--- src/rtl/eth_tx_arb.sv ---
// eth_tx_arb: two-requester AXI-Stream frame arbiter for one 10G MAC TX port.
// Frames are never interleaved; the inter-frame gap is optional (ETH_TX_ARB_IFG_EN).
//
// Parameters:
//   DATA_W     - tdata width, tkeep is DATA_W/8
//   IFG_CYCLES - idle cycles after each frame (only with ETH_TX_ARB_IFG_EN)
// Ports:
//   clk156, eth_rst_n (sync, active-low)
//   s0_axis_*, s1_axis_* - requester frame streams (slave side)
//   m_axis_*             - shared MAC TX stream (master side)
//   grant                - one-hot owner of m_axis, 2'b00 when none
//   frame_cnt0/1         - completed frames per requester, wrapping
module eth_tx_arb #(
    parameter int          DATA_W     = 64,
    parameter logic [15:0] IFG_CYCLES = 16'd12
) (
    input  logic                clk156,
    input  logic                eth_rst_n,

    input  logic                s0_axis_tvalid,
    output logic                s0_axis_tready,
    input  logic [DATA_W-1:0]   s0_axis_tdata,
    input  logic [DATA_W/8-1:0] s0_axis_tkeep,
    input  logic                s0_axis_tlast,
    input  logic                s0_axis_tuser,

    input  logic                s1_axis_tvalid,
    output logic                s1_axis_tready,
    input  logic [DATA_W-1:0]   s1_axis_tdata,
    input  logic [DATA_W/8-1:0] s1_axis_tkeep,
    input  logic                s1_axis_tlast,
    input  logic                s1_axis_tuser,

    output logic                m_axis_tvalid,
    input  logic                m_axis_tready,
    output logic [DATA_W-1:0]   m_axis_tdata,
    output logic [DATA_W/8-1:0] m_axis_tkeep,
    output logic                m_axis_tlast,
    output logic                m_axis_tuser,

    output logic [1:0]          grant,
    output logic [15:0]         frame_cnt0,
    output logic [15:0]         frame_cnt1
);

`ifdef ETH_TX_ARB_IFG_EN
    typedef enum logic [1:0] {IDLE, XFER, GAP} state_t;
    logic [15:0] gap_cnt;
`else
    typedef enum logic [1:0] {IDLE, XFER} state_t;
    logic ifg_unused;
    assign ifg_unused = ^IFG_CYCLES;
`endif

    state_t     state;
    logic       rr;
    logic [1:0] req;
    logic       xfer;
    logic       last_beat;

    assign req       = {s1_axis_tvalid, s0_axis_tvalid};
    assign xfer      = (state == XFER);
    assign last_beat = m_axis_tvalid & m_axis_tready & m_axis_tlast;

    // Zero-latency datapath; everything is forced low outside XFER.
    always_comb begin
        m_axis_tvalid  = 1'b0;
        m_axis_tdata   = '0;
        m_axis_tkeep   = '0;
        m_axis_tlast   = 1'b0;
        m_axis_tuser   = 1'b0;
        s0_axis_tready = 1'b0;
        s1_axis_tready = 1'b0;
        unique case (1'b1)
            xfer && grant[0]: begin
                m_axis_tvalid  = s0_axis_tvalid;
                m_axis_tdata   = s0_axis_tdata;
                m_axis_tkeep   = s0_axis_tkeep;
                m_axis_tlast   = s0_axis_tlast;
                m_axis_tuser   = s0_axis_tuser;
                s0_axis_tready = m_axis_tready;
            end
            xfer && grant[1]: begin
                m_axis_tvalid  = s1_axis_tvalid;
                m_axis_tdata   = s1_axis_tdata;
                m_axis_tkeep   = s1_axis_tkeep;
                m_axis_tlast   = s1_axis_tlast;
                m_axis_tuser   = s1_axis_tuser;
                s1_axis_tready = m_axis_tready;
            end
            default: ;
        endcase
    end

    always_ff @(posedge clk156) begin
        if (!eth_rst_n) begin
            state      <= IDLE;
            grant      <= 2'b00;
            rr         <= 1'b0;
            frame_cnt0 <= 16'h0000;
            frame_cnt1 <= 16'h0000;
`ifdef ETH_TX_ARB_IFG_EN
            gap_cnt    <= 16'h0000;
`endif
        end else begin
            unique case (state)
                IDLE: begin
                    if (req != 2'b00) begin
                        state <= XFER;
                        unique case (req)
                            2'b01:   grant <= 2'b01;
                            2'b10:   grant <= 2'b10;
                            default: grant <= rr ? 2'b10 : 2'b01;
                        endcase
                    end
                end
                XFER: begin
                    if (last_beat) begin
                        // Owner 0 hands priority to 1 and vice versa.
                        rr    <= grant[0];
                        grant <= 2'b00;
                        if (grant[0])
                            frame_cnt0 <= frame_cnt0 + 16'd1;
                        else
                            frame_cnt1 <= frame_cnt1 + 16'd1;
`ifdef ETH_TX_ARB_IFG_EN
                        gap_cnt <= IFG_CYCLES;
                        state   <= (IFG_CYCLES == 16'd0) ? IDLE : GAP;
`else
                        state   <= IDLE;
`endif
                    end
                end
`ifdef ETH_TX_ARB_IFG_EN
                GAP: begin
                    // Counts down from IFG_CYCLES; leaves on the last gap cycle.
                    if (gap_cnt <= 16'd1) begin
                        gap_cnt <= 16'h0000;
                        state   <= IDLE;
                    end else begin
                        gap_cnt <= gap_cnt - 16'd1;
                    end
                end
`endif
                default: begin
                    state <= IDLE;
                    grant <= 2'b00;
                end
            endcase
        end
    end

endmodule

--- config.mk ---
export PLATFORM = sky130hd
export DESIGN_NAME = eth_tx_arb
export DESIGN_NICKNAME = d
export VERILOG_FILES = /design/src/rtl/eth_tx_arb.sv
export SDC_FILE = /design/constraint.sdc
export NUM_CORES = 1
export LEC_CHECK = 0
export ABC_AREA = 1
export ABC_CLOCK_PERIOD_IN_PS = 1600
export BUFFER_PORTS_ARGS = -buffer_cell sky130_fd_sc_hd__buf_4
export CORE_AREA = 3 3 102 104
export CTS_CLUSTER_DIAMETER = 50
export DETAILED_ROUTE_END_ITERATION = 10
export DIE_AREA = 0 0 105 107
export PLACE_DENSITY_LB_ADDON = 0.12
export SLEW_MARGIN = 40
export SYNTH_ARGS = -nofsm -noshare
export SYNTH_HDL_FRONTEND = slang
export SYNTH_SLANG_ARGS = --single-unit
export TNS_END_PERCENT = 10
--- constraint.sdc ---
create_clock -name clk156 -period 1.6 [get_ports clk156]
set_input_delay 0.32 -clock clk156 [delete_from_list [all_inputs] [get_ports clk156]]
set_output_delay 0.32 -clock clk156 [all_outputs]
set_load 0.005 [all_outputs]
==> impl_metrics.ini <==
[placed_design]
gp_congestion = 0.857
dpl_cell_area_um2 = 5270
io_buffers = 263
placedCellCount = 921
pre_cts_ws_ps = 117
dp_hpwl_um = 10900

[setup_path]
worstSetupStartpointType = flop
rrSetupSlack_ps = 20
critPathMaxStageDelay_ps = 440
path_cells = clkbuf_16 > buf_6 > nand3_1 > nand2_1 > buf_4
r2r_cells = 8
crit_fanout = 10
end_kind = primary output
cp_num_buf_inv = 3
r2r-start = state[0]
r2r_end = frame_cnt1[5]
worst_ep_arrival_time_ps = 1320
path_class = reg2out
cp.required_ps = 1280
crit_family = flip-flops
critPathSlowestCell = dfxtp_4

[worst_hold_path]
holdCritStartpoint = eth_rst_n
hold_class = in2reg
holdPathStages = 3
min_to = frame_cnt0[7]

[clock_tree]
tritoncts = done
cts_buffers = 5
clock_sinks = 36
htree_num_levels = 2
cts_max_path_buffers = 2
root_buffer = clkbuf_8
cts_hold_buf = 0
path_clk_slew_ps = 80
clock_latency_ps = 290

[timing]
rsz0062_at_grt = true
fmax_mhz = 609
post-route-period-util_pct = 103
slew_headroom_pct = 67.7
finalMaxSlewViolations = 0
tightest_slew_ps = 485
setup-violations-final = 43
hold_ws_ps = 387
min_period_ps = 1640
worst_slack_ps = -41.7
hold_viol_final = 0
skew_ps = 4.95

[synth]
yosys_warnings = 0
syn-num-nets = 711
yosysSeqAreaShare_pct = 23.0
syn_area_um2 = 3130
yosysUniqueCellTypes = 26
avgSynthCellArea_um2 = 5.66
ys_ff_latch = 36
synth_cells = 553

[layout]
antenna_cells = 0
register_area_um2 = 732
final_area_um2 = 6320
fin_util_pct = 65.6
drive_gt1_share_pct = 45.7
nets = 986
areaGrowthSynthToFinish_pct = 102
num-fill-cells = 871
fin_cells = 962
multiInputGateArea_um2 = 2440

[floorplan]
fp-row-count = 36
fp.dieW_um = 105
die-area_um2 = 11200
die_height_um = 107
core_area_um2 = 9640
initial_utilization_pct = 32.5
pin_count = 264

[global_routing]
grt_pass1_vias = 4275
grt_pass1_wl_um = 21800
grt_start_max_net_pins = 52
grt_use_total_pct = 23.8
grt_antenna_before_repair = 0
overflow = 0

[route]
top_layer_used = met4
dr_total_vias = 4933
first_pass_iters = 5
dr_wl_met2_um = 8130
drc = 0
drt.antenna.violating_nets = 0
drtIter0Drc = 321
wirelength_met1_um = 6420
wl_per_cell_um = 17.0
drt_wl_total_um = 16400
via_per_inst = 5.13
wl_met3_um = 1490

[outcome]
outcome = complete, but fails checks
violations = negative setup slack

[pwr]
power_density_nw_per_um2 = 433
max-vdd-ir-drop_mv = 0.324
power_leakage_nw = 3.17

[flow_run]
cap_violations = 0
-- area by class of cell --
class	count	share of cell area, %
Timing Repair Buffer	306	43.9
Inverter	30	1.78
Multi-Input combinational cell	449	38.6
Sequential cell	36	11.6
Clock inverter	1	0.0990
Tap cell	133	2.63
Clock buffer	7	1.37
-- worst register-to-register path, stage by stage, from the launching register on --
cell	delay (ps)
dfxtp_4	440
buf_6	140
nand3_1	80
nand2_2	150
nand3_4	140
buf_6	150
nor2_8	170
o21ai_1	100
a21oi_1	140
-- metrics by stage --
| stage | TNS, ps | total power, mW |
|---|---|---|
| 4_1_cts | -813 | 2.50 |
| 3_5_place_dp | 0 | 1.74 |
| 2_1_floorplan | 0 | 1.22 |
| 6_report | -784 | 2.74 |
| 5_1_grt | -6890 | 2.88 |
| 3_3_place_gp | 0 | 1.73 |
-- report_power, final --
| part | internal, mW | total [mW] | switching (mW) |
|---|---|---|---|
| combinational | 0.637 | 1.12 | 0.486 |
| clock | 0.352 | 0.696 | 0.344 |
| sequential | 0.900 | 0.917 | 0.0170 |
| total | 1.89 | 2.74 | 0.847 |
-- repair_timing --
item / CTS / global route
pin swaps: 0 / 33
endpoints found under the hold margin: 0 / 0
buffers inserted: 1 / 10
setup endpoints to repair: 11 / 99
resized for setup: 7 / 80
cloned: 3 / 19
-- worst max path at each step --
stage,startpoint,endpoint,slack [ps],cells past startpoint
floorplan,grant[0],m_axis_tdata[0],50,5
CTS,state[0],s1_axis_tready,-40,4
finish,state[0],m_axis_tdata[14],-40,5
global placement,frame_cnt1[1],frame_cnt1[12],170,8
global route,state[0],m_axis_tkeep[3],-120,5
detailed placement,frame_cnt1[1],frame_cnt1[12],120,8
-- cells in the mapped netlist --
master    instances  area, µm²
o22ai_1           1       6.26
ha_1              5       62.6
nor2_8            1       20.0
dfxtp_1          36        721
nand2_2           2       12.5
a21oi_1          31        155
nand3_4           1       17.5
buf_4             1       7.51
buf_1             8       30.0
nor3_1            3       15.0
o211ai_1          1       7.51
o21ai_1           1       5.00
nand2_1         153        574
clkbuf_1         27        101
inv_1            30        113
nand3_2           1       10.0
xor2_1            5       43.8
nor2_4            1       11.3
nand3_1         179        896
o21ai_0           3       15.0
buf_6             5       56.3
nor2_1           50        188
nand4_2           1       12.5
nand3b_1          2       15.0
xnor2_1           1       8.76
nand4_1           4       25.0
-- metal layers --
layer  up-vias  global-route usage, %
met5         -                      0
met2       206                   40.7
met3        24                   7.28
met4         0                   6.00
li1       2403                      -
met1      2300                   29.2
-- registers in the layout, summed over array words and instances (netlist names) --
name and flops:
grant 2, rr 1, state 1, frame_cnt0 16
frame_cnt1 16
-- logic make-up (layout without fill, tap and decap cells) --
kind of cell               Yosys count  in the layout  synth area share [%]
DFF                                 36             36                  23.0
and+or+nand+nor                    398            401                  57.4
buffers and inverters               71            344                  9.84
xor gates and xnor gates             6              6                  1.68
AOI/OAI and AO/OA                   37             37                  6.04
adders and majority gates            5              5                  2.00
-- placed cells by master (no fill, tap or decap), types with 3 or more instances in the layout --
master,count
buf_4,260
nand3_1,144
nand2_1,140
nor2_1,48
dfxtp_1,33
inv_1,30
a21oi_1,29
nand3_2,28
buf_6,20
nand2_2,11
clkbuf_16,11
buf_12,11
nand3_4,9
clkbuf_8,6
xor2_1,5
ha_1,5
nand2_4,4
nor2_4,4
nand4_1,4
o21ai_0,3
dfxtp_4,3
No activity file was read; power rests on OpenSTA's default activity.
